===== config.mk =====
export PLATFORM = sky130hd
export DESIGN_NAME = jtag_tap_responder
export DESIGN_NICKNAME = d
export VERILOG_FILES = /design/src/rtl/jtag_pkg.sv /design/src/rtl/jtag_tap_fsm.sv /design/src/rtl/jtag_tap_responder.sv
export SDC_FILE = /design/constraint.sdc
export NUM_CORES = 1
export LEC_CHECK = 0
export CORE_AREA = 2 2 88 64
export DETAILED_ROUTE_END_ITERATION = 6
export DIE_AREA = 0 0 90 66
export PLACE_DENSITY_LB_ADDON = 0.2
export SYNTH_ARGS = -nofsm -noshare
export SYNTH_HDL_FRONTEND = slang
export SYNTH_HIERARCHICAL = 1
export SYNTH_SLANG_ARGS = --single-unit

===== constraint.sdc =====
create_clock -name sys_clk -period 3.6 [get_ports sys_clk]
set_input_delay 0.72 -clock sys_clk [delete_from_list [all_inputs] [get_ports sys_clk]]
set_output_delay 0.72 -clock sys_clk [all_outputs]
set_load 0.05 [all_outputs]

===== src/rtl/jtag_pkg.sv =====
// Shared JTAG TAP types: 1149.1 state encoding, opcode constants, DR select.
package jtag_pkg;

    localparam int unsigned TAP_STATE_W = 4;

    typedef enum logic [TAP_STATE_W-1:0] {
        TAP_EXIT2_DR         = 4'h0,
        TAP_EXIT1_DR         = 4'h1,
        TAP_SHIFT_DR         = 4'h2,
        TAP_PAUSE_DR         = 4'h3,
        TAP_SELECT_IR        = 4'h4,
        TAP_UPDATE_DR        = 4'h5,
        TAP_CAPTURE_DR       = 4'h6,
        TAP_SELECT_DR        = 4'h7,
        TAP_EXIT2_IR         = 4'h8,
        TAP_EXIT1_IR         = 4'h9,
        TAP_SHIFT_IR         = 4'hA,
        TAP_PAUSE_IR         = 4'hB,
        TAP_RUN_TEST_IDLE    = 4'hC,
        TAP_UPDATE_IR        = 4'hD,
        TAP_CAPTURE_IR       = 4'hE,
        TAP_TEST_LOGIC_RESET = 4'hF
    } tap_state_t;

    // Opcodes are truncated to the instruction width at the point of use.
    localparam int unsigned JTAG_OP_IDCODE = 1;
    localparam int unsigned JTAG_OP_USER   = 2;
    localparam logic [31:0] JTAG_OP_BYPASS = 32'hFFFF_FFFF;

    typedef enum logic [1:0] {
        DR_BYPASS = 2'd0,
        DR_IDCODE = 2'd1,
        DR_USER   = 2'd2
    } dr_sel_t;

endpackage


===== src/rtl/jtag_tap_fsm.sv =====
// IEEE 1149.1 TAP controller state register, advanced only on a synchronized tck rise.
module jtag_tap_fsm
    import jtag_pkg::*;
(
    input  logic       clk_i,
    input  logic       rst_i,
    input  logic       rise_i,
    input  logic       tms_i,
    output tap_state_t state_o
);

    tap_state_t state_q;
    tap_state_t state_d;

    always_ff @(posedge clk_i) begin
        if (rst_i) begin
            state_q <= TAP_TEST_LOGIC_RESET;
        end else begin
            state_q <= state_d;
        end
    end

    always_comb begin
        state_d = state_q;
        if (rise_i) begin
            unique case (state_q)
                TAP_TEST_LOGIC_RESET: state_d = tms_i ? TAP_TEST_LOGIC_RESET : TAP_RUN_TEST_IDLE;
                TAP_RUN_TEST_IDLE:    state_d = tms_i ? TAP_SELECT_DR : TAP_RUN_TEST_IDLE;
                TAP_SELECT_DR:        state_d = tms_i ? TAP_SELECT_IR : TAP_CAPTURE_DR;
                TAP_CAPTURE_DR:       state_d = tms_i ? TAP_EXIT1_DR  : TAP_SHIFT_DR;
                TAP_SHIFT_DR:         state_d = tms_i ? TAP_EXIT1_DR  : TAP_SHIFT_DR;
                TAP_EXIT1_DR:         state_d = tms_i ? TAP_UPDATE_DR : TAP_PAUSE_DR;
                TAP_PAUSE_DR:         state_d = tms_i ? TAP_EXIT2_DR  : TAP_PAUSE_DR;
                TAP_EXIT2_DR:         state_d = tms_i ? TAP_UPDATE_DR : TAP_SHIFT_DR;
                TAP_UPDATE_DR:        state_d = tms_i ? TAP_SELECT_DR : TAP_RUN_TEST_IDLE;
                TAP_SELECT_IR:        state_d = tms_i ? TAP_TEST_LOGIC_RESET : TAP_CAPTURE_IR;
                TAP_CAPTURE_IR:       state_d = tms_i ? TAP_EXIT1_IR  : TAP_SHIFT_IR;
                TAP_SHIFT_IR:         state_d = tms_i ? TAP_EXIT1_IR  : TAP_SHIFT_IR;
                TAP_EXIT1_IR:         state_d = tms_i ? TAP_UPDATE_IR : TAP_PAUSE_IR;
                TAP_PAUSE_IR:         state_d = tms_i ? TAP_EXIT2_IR  : TAP_PAUSE_IR;
                TAP_EXIT2_IR:         state_d = tms_i ? TAP_UPDATE_IR : TAP_SHIFT_IR;
                TAP_UPDATE_IR:        state_d = tms_i ? TAP_SELECT_DR : TAP_RUN_TEST_IDLE;
                default:              state_d = TAP_TEST_LOGIC_RESET;
            endcase
        end
    end

    assign state_o = state_q;

endmodule


===== src/rtl/jtag_tap_responder.sv =====
// Device-side JTAG TAP in the sys_clk domain: IDCODE, BYPASS and optional USER DR.
// Optional user data register enabled by defining JTAG_TAP_USER_DR_EN.
module jtag_tap_responder
    import jtag_pkg::*;
#(
    parameter int unsigned IR_WIDTH      = 5,
    parameter logic [31:0] IDCODE        = 32'h1000_0001,
    parameter int unsigned USER_DR_WIDTH = 32
) (
    input  logic                     sys_clk,
    input  logic                     sys_rst,
    input  logic                     tck,
    input  logic                     tms,
    input  logic                     tdi,
    output logic                     tdo,
    output tap_state_t               tap_state,
    output logic [IR_WIDTH-1:0]      ir,
    input  logic [USER_DR_WIDTH-1:0] user_capture_data,
    output logic [USER_DR_WIDTH-1:0] user_update_data,
    output logic                     user_update_valid
);

    localparam logic [IR_WIDTH-1:0] OP_IDCODE = IR_WIDTH'(JTAG_OP_IDCODE);
    localparam logic [IR_WIDTH-1:0] OP_BYPASS = IR_WIDTH'(JTAG_OP_BYPASS);

    // tck/tms/tdi travel together so tms/tdi are aligned with the detected edge
    logic [2:0] sync1_q, sync2_q;
    logic       tck_d_q;
    logic       tck_s, tms_s, tdi_s, rise_c, fall_c;

    assign {tck_s, tms_s, tdi_s} = sync2_q;
    assign rise_c = tck_s & ~tck_d_q;
    assign fall_c = ~tck_s & tck_d_q;

    always_ff @(posedge sys_clk) begin
        if (sys_rst) begin
            sync1_q <= '0;
            sync2_q <= '0;
            tck_d_q <= 1'b0;
        end else begin
            sync1_q <= {tck, tms, tdi};
            sync2_q <= sync1_q;
            tck_d_q <= tck_s;
        end
    end

    jtag_tap_fsm u_fsm (
        .clk_i   (sys_clk),
        .rst_i   (sys_rst),
        .rise_i  (rise_c),
        .tms_i   (tms_s),
        .state_o (tap_state)
    );

    logic [IR_WIDTH-1:0] ir_q, ir_d, ir_sr_q, ir_sr_d;
    logic [31:0]         id_sr_q, id_sr_d;
    logic                byp_q, byp_d, tdo_q, tdo_d;
    dr_sel_t             dr_sel_c;
    logic                dr_lsb_c;
`ifdef JTAG_TAP_USER_DR_EN
    localparam logic [IR_WIDTH-1:0] OP_USER = IR_WIDTH'(JTAG_OP_USER);
    logic [USER_DR_WIDTH-1:0] usr_sr_q, usr_sr_d, upd_data_q, upd_data_d;
    logic                     upd_valid_q, upd_valid_d;
`endif

    // Instruction decode: unknown opcodes fall through to BYPASS
    always_comb begin
        dr_sel_c = DR_BYPASS;
        if (ir_q == OP_BYPASS) begin
            dr_sel_c = DR_BYPASS;
        end else if (ir_q == OP_IDCODE) begin
            dr_sel_c = DR_IDCODE;
`ifdef JTAG_TAP_USER_DR_EN
        end else if (ir_q == OP_USER) begin
            dr_sel_c = DR_USER;
`endif
        end
    end

    always_comb begin
        case (dr_sel_c)
            DR_IDCODE: dr_lsb_c = id_sr_q[0];
`ifdef JTAG_TAP_USER_DR_EN
            DR_USER:   dr_lsb_c = usr_sr_q[0];
`endif
            default:   dr_lsb_c = byp_q;
        endcase
    end

    always_comb begin
        ir_d    = ir_q;
        ir_sr_d = ir_sr_q;
        id_sr_d = id_sr_q;
        byp_d   = byp_q;
        tdo_d   = tdo_q;
`ifdef JTAG_TAP_USER_DR_EN
        usr_sr_d    = usr_sr_q;
        upd_data_d  = upd_data_q;
        upd_valid_d = 1'b0;
`endif
        if (rise_c) begin
            unique case (tap_state)
                TAP_CAPTURE_IR: ir_sr_d = IR_WIDTH'(1);
                TAP_SHIFT_IR:   ir_sr_d = {tdi_s, ir_sr_q[IR_WIDTH-1:1]};
                TAP_UPDATE_IR:  ir_d    = ir_sr_q;
                TAP_CAPTURE_DR: begin
                    case (dr_sel_c)
                        DR_IDCODE: id_sr_d  = IDCODE;
`ifdef JTAG_TAP_USER_DR_EN
                        DR_USER:   usr_sr_d = user_capture_data;
`endif
                        default:   byp_d    = 1'b0;
                    endcase
                end
                TAP_SHIFT_DR: begin
                    case (dr_sel_c)
                        DR_IDCODE: id_sr_d  = {tdi_s, id_sr_q[31:1]};
`ifdef JTAG_TAP_USER_DR_EN
                        DR_USER:   usr_sr_d = {tdi_s, usr_sr_q[USER_DR_WIDTH-1:1]};
`endif
                        default:   byp_d    = tdi_s;
                    endcase
                end
`ifdef JTAG_TAP_USER_DR_EN
                TAP_UPDATE_DR: begin
                    if (dr_sel_c == DR_USER) begin
                        upd_data_d  = usr_sr_q;
                        upd_valid_d = 1'b1;
                    end
                end
`endif
                default: ;
            endcase
        end
        if (fall_c) begin
            tdo_d = 1'b0;
            if (tap_state == TAP_SHIFT_IR) begin
                tdo_d = ir_sr_q[0];
            end else if (tap_state == TAP_SHIFT_DR) begin
                tdo_d = dr_lsb_c;
            end
        end
        if (tap_state == TAP_TEST_LOGIC_RESET) begin
            ir_d = OP_IDCODE;
        end
    end

    always_ff @(posedge sys_clk) begin
        if (sys_rst) begin
            ir_q    <= OP_IDCODE;
            ir_sr_q <= '0;
            id_sr_q <= '0;
            byp_q   <= 1'b0;
            tdo_q   <= 1'b0;
`ifdef JTAG_TAP_USER_DR_EN
            usr_sr_q    <= '0;
            upd_data_q  <= '0;
            upd_valid_q <= 1'b0;
`endif
        end else begin
            ir_q    <= ir_d;
            ir_sr_q <= ir_sr_d;
            id_sr_q <= id_sr_d;
            byp_q   <= byp_d;
            tdo_q   <= tdo_d;
`ifdef JTAG_TAP_USER_DR_EN
            usr_sr_q    <= usr_sr_d;
            upd_data_q  <= upd_data_d;
            upd_valid_q <= upd_valid_d;
`endif
        end
    end

    assign tdo = tdo_q;
    assign ir  = ir_q;
`ifdef JTAG_TAP_USER_DR_EN
    assign user_update_data  = upd_data_q;
    assign user_update_valid = upd_valid_q;
`else
    logic unused_user_capture;
    assign unused_user_capture = ^user_capture_data;
    assign user_update_data    = '0;
    assign user_update_valid   = 1'b0;
`endif

endmodule

==> results.sh, run 1 <==
export IMPL_status="complete, no violations"
export IMPL_core_mm2=0.005120
export IMPL_grt_overflow=0
export IMPL_rsz0062_at_grt="false"
export IMPL_layout_common_cells="dfxtp_1 (55), nand2_1 (37), a21oi_1 (36)"
export IMPL_post_cts_buffers=0
export IMPL_drv_slew=0
export IMPL_hold_class="register to register"
export IMPL_synthDistinctLibCells=36
export IMPL_viasPerCell=4.887
export IMPL_first_iter_violations=58
export IMPL_crit_required_ps=2880
export IMPL_dp_hpwl_um=2569
export IMPL_synth_seq_area_share_pct=45.31
export IMPL_ir_drop_mv=0.2454
export IMPL_worst_pin_slew_ps=849.5
export IMPL_num_rows=22
export IMPL_worst_slack_ps=943.0
export IMPL_die_h_um=66
export IMPL_place_congestion=0.7422
export IMPL_htree_levels=2
export IMPL_drc=0
export IMPL_cellPowerDensity_mw_per_mm2=420.4
export IMPL_clock_latency_ps=300
export IMPL_mappedNetlistArea_mm2=0.002430
export IMPL_slowest_stage="clkdlybuf4s50_1"
export IMPL_cts_hold_buf=0
export IMPL_fillCellCount=534
export IMPL_wl_um=4100
export IMPL_cts_num_sinks=55
export IMPL_syn_to_final_growth_pct=5.304
export IMPL_hold_viol=0
export IMPL_fin_setup_tns_ps=0
export IMPL_grt_pass1_vias=1456
export IMPL_vias=1769
export IMPL_ys_ff_latch=55
export IMPL_arrival_ps=1940
export IMPL_ant_nets=0
export IMPL_start_util_pct=47.46
export IMPL_clock_tree_root_cell="clkbuf_8"
export IMPL_cellLeakagePower_nw=0.9208
export IMPL_synth_async_sr_flop_share_pct=0
export IMPL_crit_fanout=17
export IMPL_critPathMaxStageDelay_ps=920
export IMPL_setup_worst_path_class="register to output port"
export IMPL_fp_dieArea_mm2=0.005940
export IMPL_worst_path_buf_inv=1
export IMPL_avgSynthCellArea_um2=8.586
export IMPL_setup_viol=0
export IMPL_grt_pass1_wl_um=6955
export IMPL_track_usage_pct=14.25
export IMPL_first_pass_iters=4
export IMPL_port_buffers=14
export IMPL_post_place_ws_ps=1276
export IMPL_grt_max_degree=44
export IMPL_p_total_mw=1.076
export IMPL_cts_tree="done"
export IMPL_clk_pin_slew_ps=90
export IMPL_skew_ps=9.324
export IMPL_die_x_um=90
export IMPL_cts_buffers=5
export IMPL_final_common_cell="dfxtp_1"
export IMPL_yosys_warnings=6
export IMPL_fin_crit_sh_pct=73.81
export IMPL_nNetsFinal=326
export IMPL_antenna_found_initial=0
export IMPL_n_antenna_cell=0
export IMPL_cts_path_max_buffers=2
export IMPL_syn_inst=283
export IMPL_crit_chain="clkdlybuf4s50_1"
export IMPL_cts_resized=0
export IMPL_max_freq_ghz=0.3764
export IMPL_slew_headroom_pct=43.13
export IMPL_period_needed_ps=2657
export IMPL_routedWlPerCell_um=11.33
export IMPL_cp_end_kind="output port"
export IMPL_io_pins=80
export IMPL_cp_start_kind="register"
export IMPL_cp_top_family="buffers and inverters"
export IMPL_drv_cap=0
export IMPL_synth_edf_count=0
export IMPL_ys_flop_type="dfxtp_1"
export IMPL_drive_gt1_share_pct=5.172
## layer usage
layer | global-route usage (%) | wire length [um] | up-vias
met5 | 0 | 0 | -
li1 | - | - | 907
met3 | 3.877 | 183 | 4
met1 | 19.68 | 2105 | 814
met2 | 21.99 | 1775 | 44
met4 | 4.038 | 36 | 0
## flip-flops by register name (all words and copies together) (netlist names)
signal	flops
tck_d_q	1
ir_sr_q	5
ir	5
sync2_q	3
id_sr_q	32
tdo	1
u_fsm/state_o	4
byp_q	1
sync1_q	3
## stage by stage
step	area [um^2]	std cells	util, %	hold slack [ps]
final	2559	362	49.98	440.3
after floorplan	2550	315	-	413.8
after detailed placement	2477	354	48.39	424.7
after CTS	2559	362	49.98	445.9
after global routing	2559	362	49.98	469.0
after global placement	2477	354	48.39	418.3
## area by class of cell
class	instances	area, um^2	share of cell area [%]
Sequential cell	55	1101	43.03
Tap cell	72	90.09	3.521
Timing Repair Buffer	18	170.2	6.650
Clock buffer	7	76.32	2.983
Multi-Input combinational cell	206	1105	43.18
Inverter	3	11.26	0.4401
Clock inverter	1	5.005	0.1956
## worst register-to-register path: stages, from the launching register on
cell	delay, ps
dfxtp_1	570
nor3b_1	500
nor4bb_4	370
buf_4	350
nand3_1	120
a21oi_1	180
## worst paths after layout
check	from	to	slack (ps)	depth (start not counted)
worst max-delay path	u_fsm/state_o[2]	tap_state[2]	940	1
worst min-delay path	sync1_q[1]	sync2_q[1]	440	1
worst max register to register	u_fsm/state_o[1]	id_sr_q[5]	1440	5
worst min register to register	sync1_q[1]	sync2_q[1]	440	1
## power by group
part,internal (mW),switching [mW],leakage [nW]
combinational,0.0210,0.105,0.434
clock,0.137,0.186,0.0422
sequential,0.614,0.0125,0.445
## cell families after synthesis
group	share of synthesized area [%]
AND/OR/NAND/NOR	24.36
multiplexers	2.060
AO/OA/AOI/OAI	12.98
other	0.1543
flip-flops	45.31
buffers and inverters	15.14
## synthesized netlist by cell type, types with 3 or more instances
master / instances / share of area [%]
dfxtp_1: 55 / 45
nand2_1: 37 / 5.7
a21oi_1: 36 / 7.4
buf_4: 34 / 11
nand3_1: 32 / 6.6
nor2_1: 13 / 2.0
clkbuf_1: 11 / 1.7
nor2b_1: 11 / 2.8
nand3b_1: 6 / 1.9
mux2i_1: 5 / 2.1
nor3_1: 5 / 1.0
a211o_1: 3 / 1.1
buf_2: 3 / 0.62
buf_8: 3 / 1.9
inv_1: 3 / 0.46
nor3b_1: 3 / 0.93
Power figures use the tool's default switching activity.
==> inputs of run 2 (changes only) <==
--- a/config.mk
+++ b/config.mk
@@ -5,9 +5,9 @@
 export SDC_FILE = /design/constraint.sdc
 export NUM_CORES = 1
 export LEC_CHECK = 0
-export CORE_AREA = 2 2 88 64
+export CORE_AREA = 2 2 90 66
 export DETAILED_ROUTE_END_ITERATION = 6
-export DIE_AREA = 0 0 90 66
+export DIE_AREA = 0 0 92 68
 export PLACE_DENSITY_LB_ADDON = 0.2
 export SYNTH_ARGS = -nofsm -noshare
 export SYNTH_HDL_FRONTEND = slang
==> constraint.sdc (replaced) <==
create_clock -name sys_clk -period 2.5 [get_ports sys_clk]
set_input_delay 0.5 -clock sys_clk [delete_from_list [all_inputs] [get_ports sys_clk]]
set_output_delay 0.5 -clock sys_clk [all_outputs]
set_load 0.05 [all_outputs]
==> run 2 against run 1 <==
Compared with the run above:
- routed wire length increased by 1.2%
- clock skew shrank 1.8 ps
- hold slack improved by 5.8 ps
- global-route usage shrank 1.1 points
- utilization down 2.2 points
- sequential share of layout area fell by 0.91 points
- die area rose by 5.3%
- clock-buffer cell count down 1
- register-to-register slack got worse by 850 ps
- critical path depth unchanged
- critical path type unchanged
- critical endpoint is now ir[4]
==> results.sh, run 2 (synthesis results as in run 1) <==
export IMPL_place_congestion=0.6947
export IMPL_routedWlPerCell_um=11.22
export IMPL_grt_overflow=0
export IMPL_first_iter_violations=124
export IMPL_met3_usage_pct=3.744
export IMPL_setup_viol=0
export IMPL_fin_setup_tns_ps=0
export IMPL_cts_tree="done"
export IMPL_final_common_cell="dfxtp_1"
export IMPL_cp_start_kind="register"
export IMPL_crit_chain="clkdlybuf4s50_1"
export IMPL_clock_tree_root_cell="clkbuf_8"
export IMPL_cts_buffers=5
export IMPL_layout_common_cells="dfxtp_1 (55), nand2_1 (37), a21oi_1 (36)"
export IMPL_worst_pin_slew_ps=562.1
export IMPL_track_usage_pct=13.13
export IMPL_status="complete, no violations"
export IMPL_drv_slew=0
export IMPL_clock_latency_ps=310
export IMPL_critPathMaxStageDelay_ps=870
export IMPL_grt_pass1_wl_um=6561
export IMPL_antenna_found_initial=0
export IMPL_crit_fanout=7
export IMPL_cellLeakagePower_nw=0.9527
export IMPL_die_x_um=92
export IMPL_die_h_um=68
export IMPL_multi_input_area_mm2=0.001105
export IMPL_cts_hold_buf=0
export IMPL_rsz0062_at_grt="false"
export IMPL_startpoint="ir[4]"
export IMPL_cts_path_max_buffers=2
export IMPL_finalNonFillerCells=370
export IMPL_hold_viol=0
export IMPL_wl_um=4150
export IMPL_largest_reg_flops=32
export IMPL_ff_latch_area_mm2=0.001101
export IMPL_regMostFlops="id_sr_q"
export IMPL_arrival_ps=1670
export IMPL_fin_hold_ws_ps=446.2
export IMPL_timing_rr_end="id_sr_q[16]"
export IMPL_p_total_mw=1.580
export IMPL_r2r_start="ir[1]"
export IMPL_clk_pin_slew_ps=90
export IMPL_drive_gt1_share_pct=7.458
export IMPL_grt_use_met1_pct=18.53
export IMPL_slew_headroom_pct=62.24
export IMPL_ant_nets=0
export IMPL_drv_cap=0
export IMPL_first_pass_iters=4
export IMPL_grt_busiest_layer="met2"
export IMPL_worst_path_buf_inv=1
export IMPL_max_freq_ghz=0.4618
export IMPL_dp_hpwl_um=2621
export IMPL_fp_dieArea_mm2=0.006256
export IMPL_period_needed_ps=2166
export IMPL_ir_drop_mv=0.2377
export IMPL_cp_depth=1
export IMPL_drc=0
export IMPL_hold_class="register to register"
export IMPL_placed_area_mm2=0.002526
export IMPL_setup_worst_path_class="register to output port"
export IMPL_num_rows=23
export IMPL_vias=1784
export IMPL_fin_crit_sh_pct=86.62
export IMPL_fillCellCount=553
export IMPL_ff2ff_path_depth=5
export IMPL_io_pins=80
export IMPL_worst_slack_ps=334.4
export IMPL_slowest_stage="clkdlybuf4s50_1"
export IMPL_syn_to_final_growth_pct=7.570
export IMPL_skew_ps=7.559
export IMPL_post_cts_buffers=0
export IMPL_use_met2_pct=19.30
export IMPL_port_buffers=14
export IMPL_start_util_pct=44.44
export IMPL_nNetsFinal=332
export IMPL_grt_max_degree=38
export IMPL_grt_pass1_vias=1358
export IMPL_n_antenna_cell=0
export IMPL_viasPerCell=4.822
export IMPL_r2r_setup_slack_ps=590
export IMPL_htree_levels=2
export IMPL_core_mm2=0.005468
export IMPL_cp_end_kind="output port"
export IMPL_post_place_ws_ps=601.1
export IMPL_cts_num_sinks=55
export IMPL_post_route_util_pct=47.80
export IMPL_cellPowerDensity_mw_per_mm2=604.6
export IMPL_cts_resized=0
export IMPL_dp_cells=363
export IMPL_crit_required_ps=2000
export IMPL_design_area_mm2=0.002614
export IMPL_cp_top_family="buffers and inverters"
export IMPL_endpoint="ir[4]"
## run 2: layout make-up
type / count / area share, %
clock inverters: 1 / 0.1915
clock buffers: 6 / 3.159
inverters: 3 / 0.4308
multi-input cells: 206 / 42.27
repair buffers: 24 / 8.234
flip-flops and latches: 55 / 42.13
well taps: 75 / 3.590
## run 2: worst min path at each step
stage / start / to / slack, ps / cells after the start
final: sync1_q[1] / sync2_q[1] / 450 / 1
after global routing: sync1_q[1] / sync2_q[1] / 460 / 1
after CTS: sync1_q[2] / sync2_q[2] / 450 / 1
after floorplan: sync1_q[0] / sync2_q[0] / 410 / 1
after global placement: sync1_q[1] / sync2_q[1] / 420 / 1
after detailed placement: sync1_q[2] / sync2_q[2] / 420 / 1
## run 2: layer usage
layer,vias to the layer above,part of all wire [%]
met5,-,0
met3,7,4.5
met1,819,54
li1,921,-
met2,37,40
met4,0,1.2
## run 2: where the power goes
part | total [mW] | leakage [nW] | internal, mW | switching [mW]
registers | 0.891 | 0.445 | 0.885 | 0.00618
clock network | 0.489 | 0.0470 | 0.218 | 0.271
logic | 0.200 | 0.461 | 0.0365 | 0.164
total | 1.58 | 0.953 | 1.14 | 0.441
## run 2: worst reg2reg max path, cell delays in order, from the launching register on
cell	delay, ps
dfxtp_1	340
or4b_4	590
nor4bb_4	270
buf_4	360
nand3_1	130
a21oi_1	160
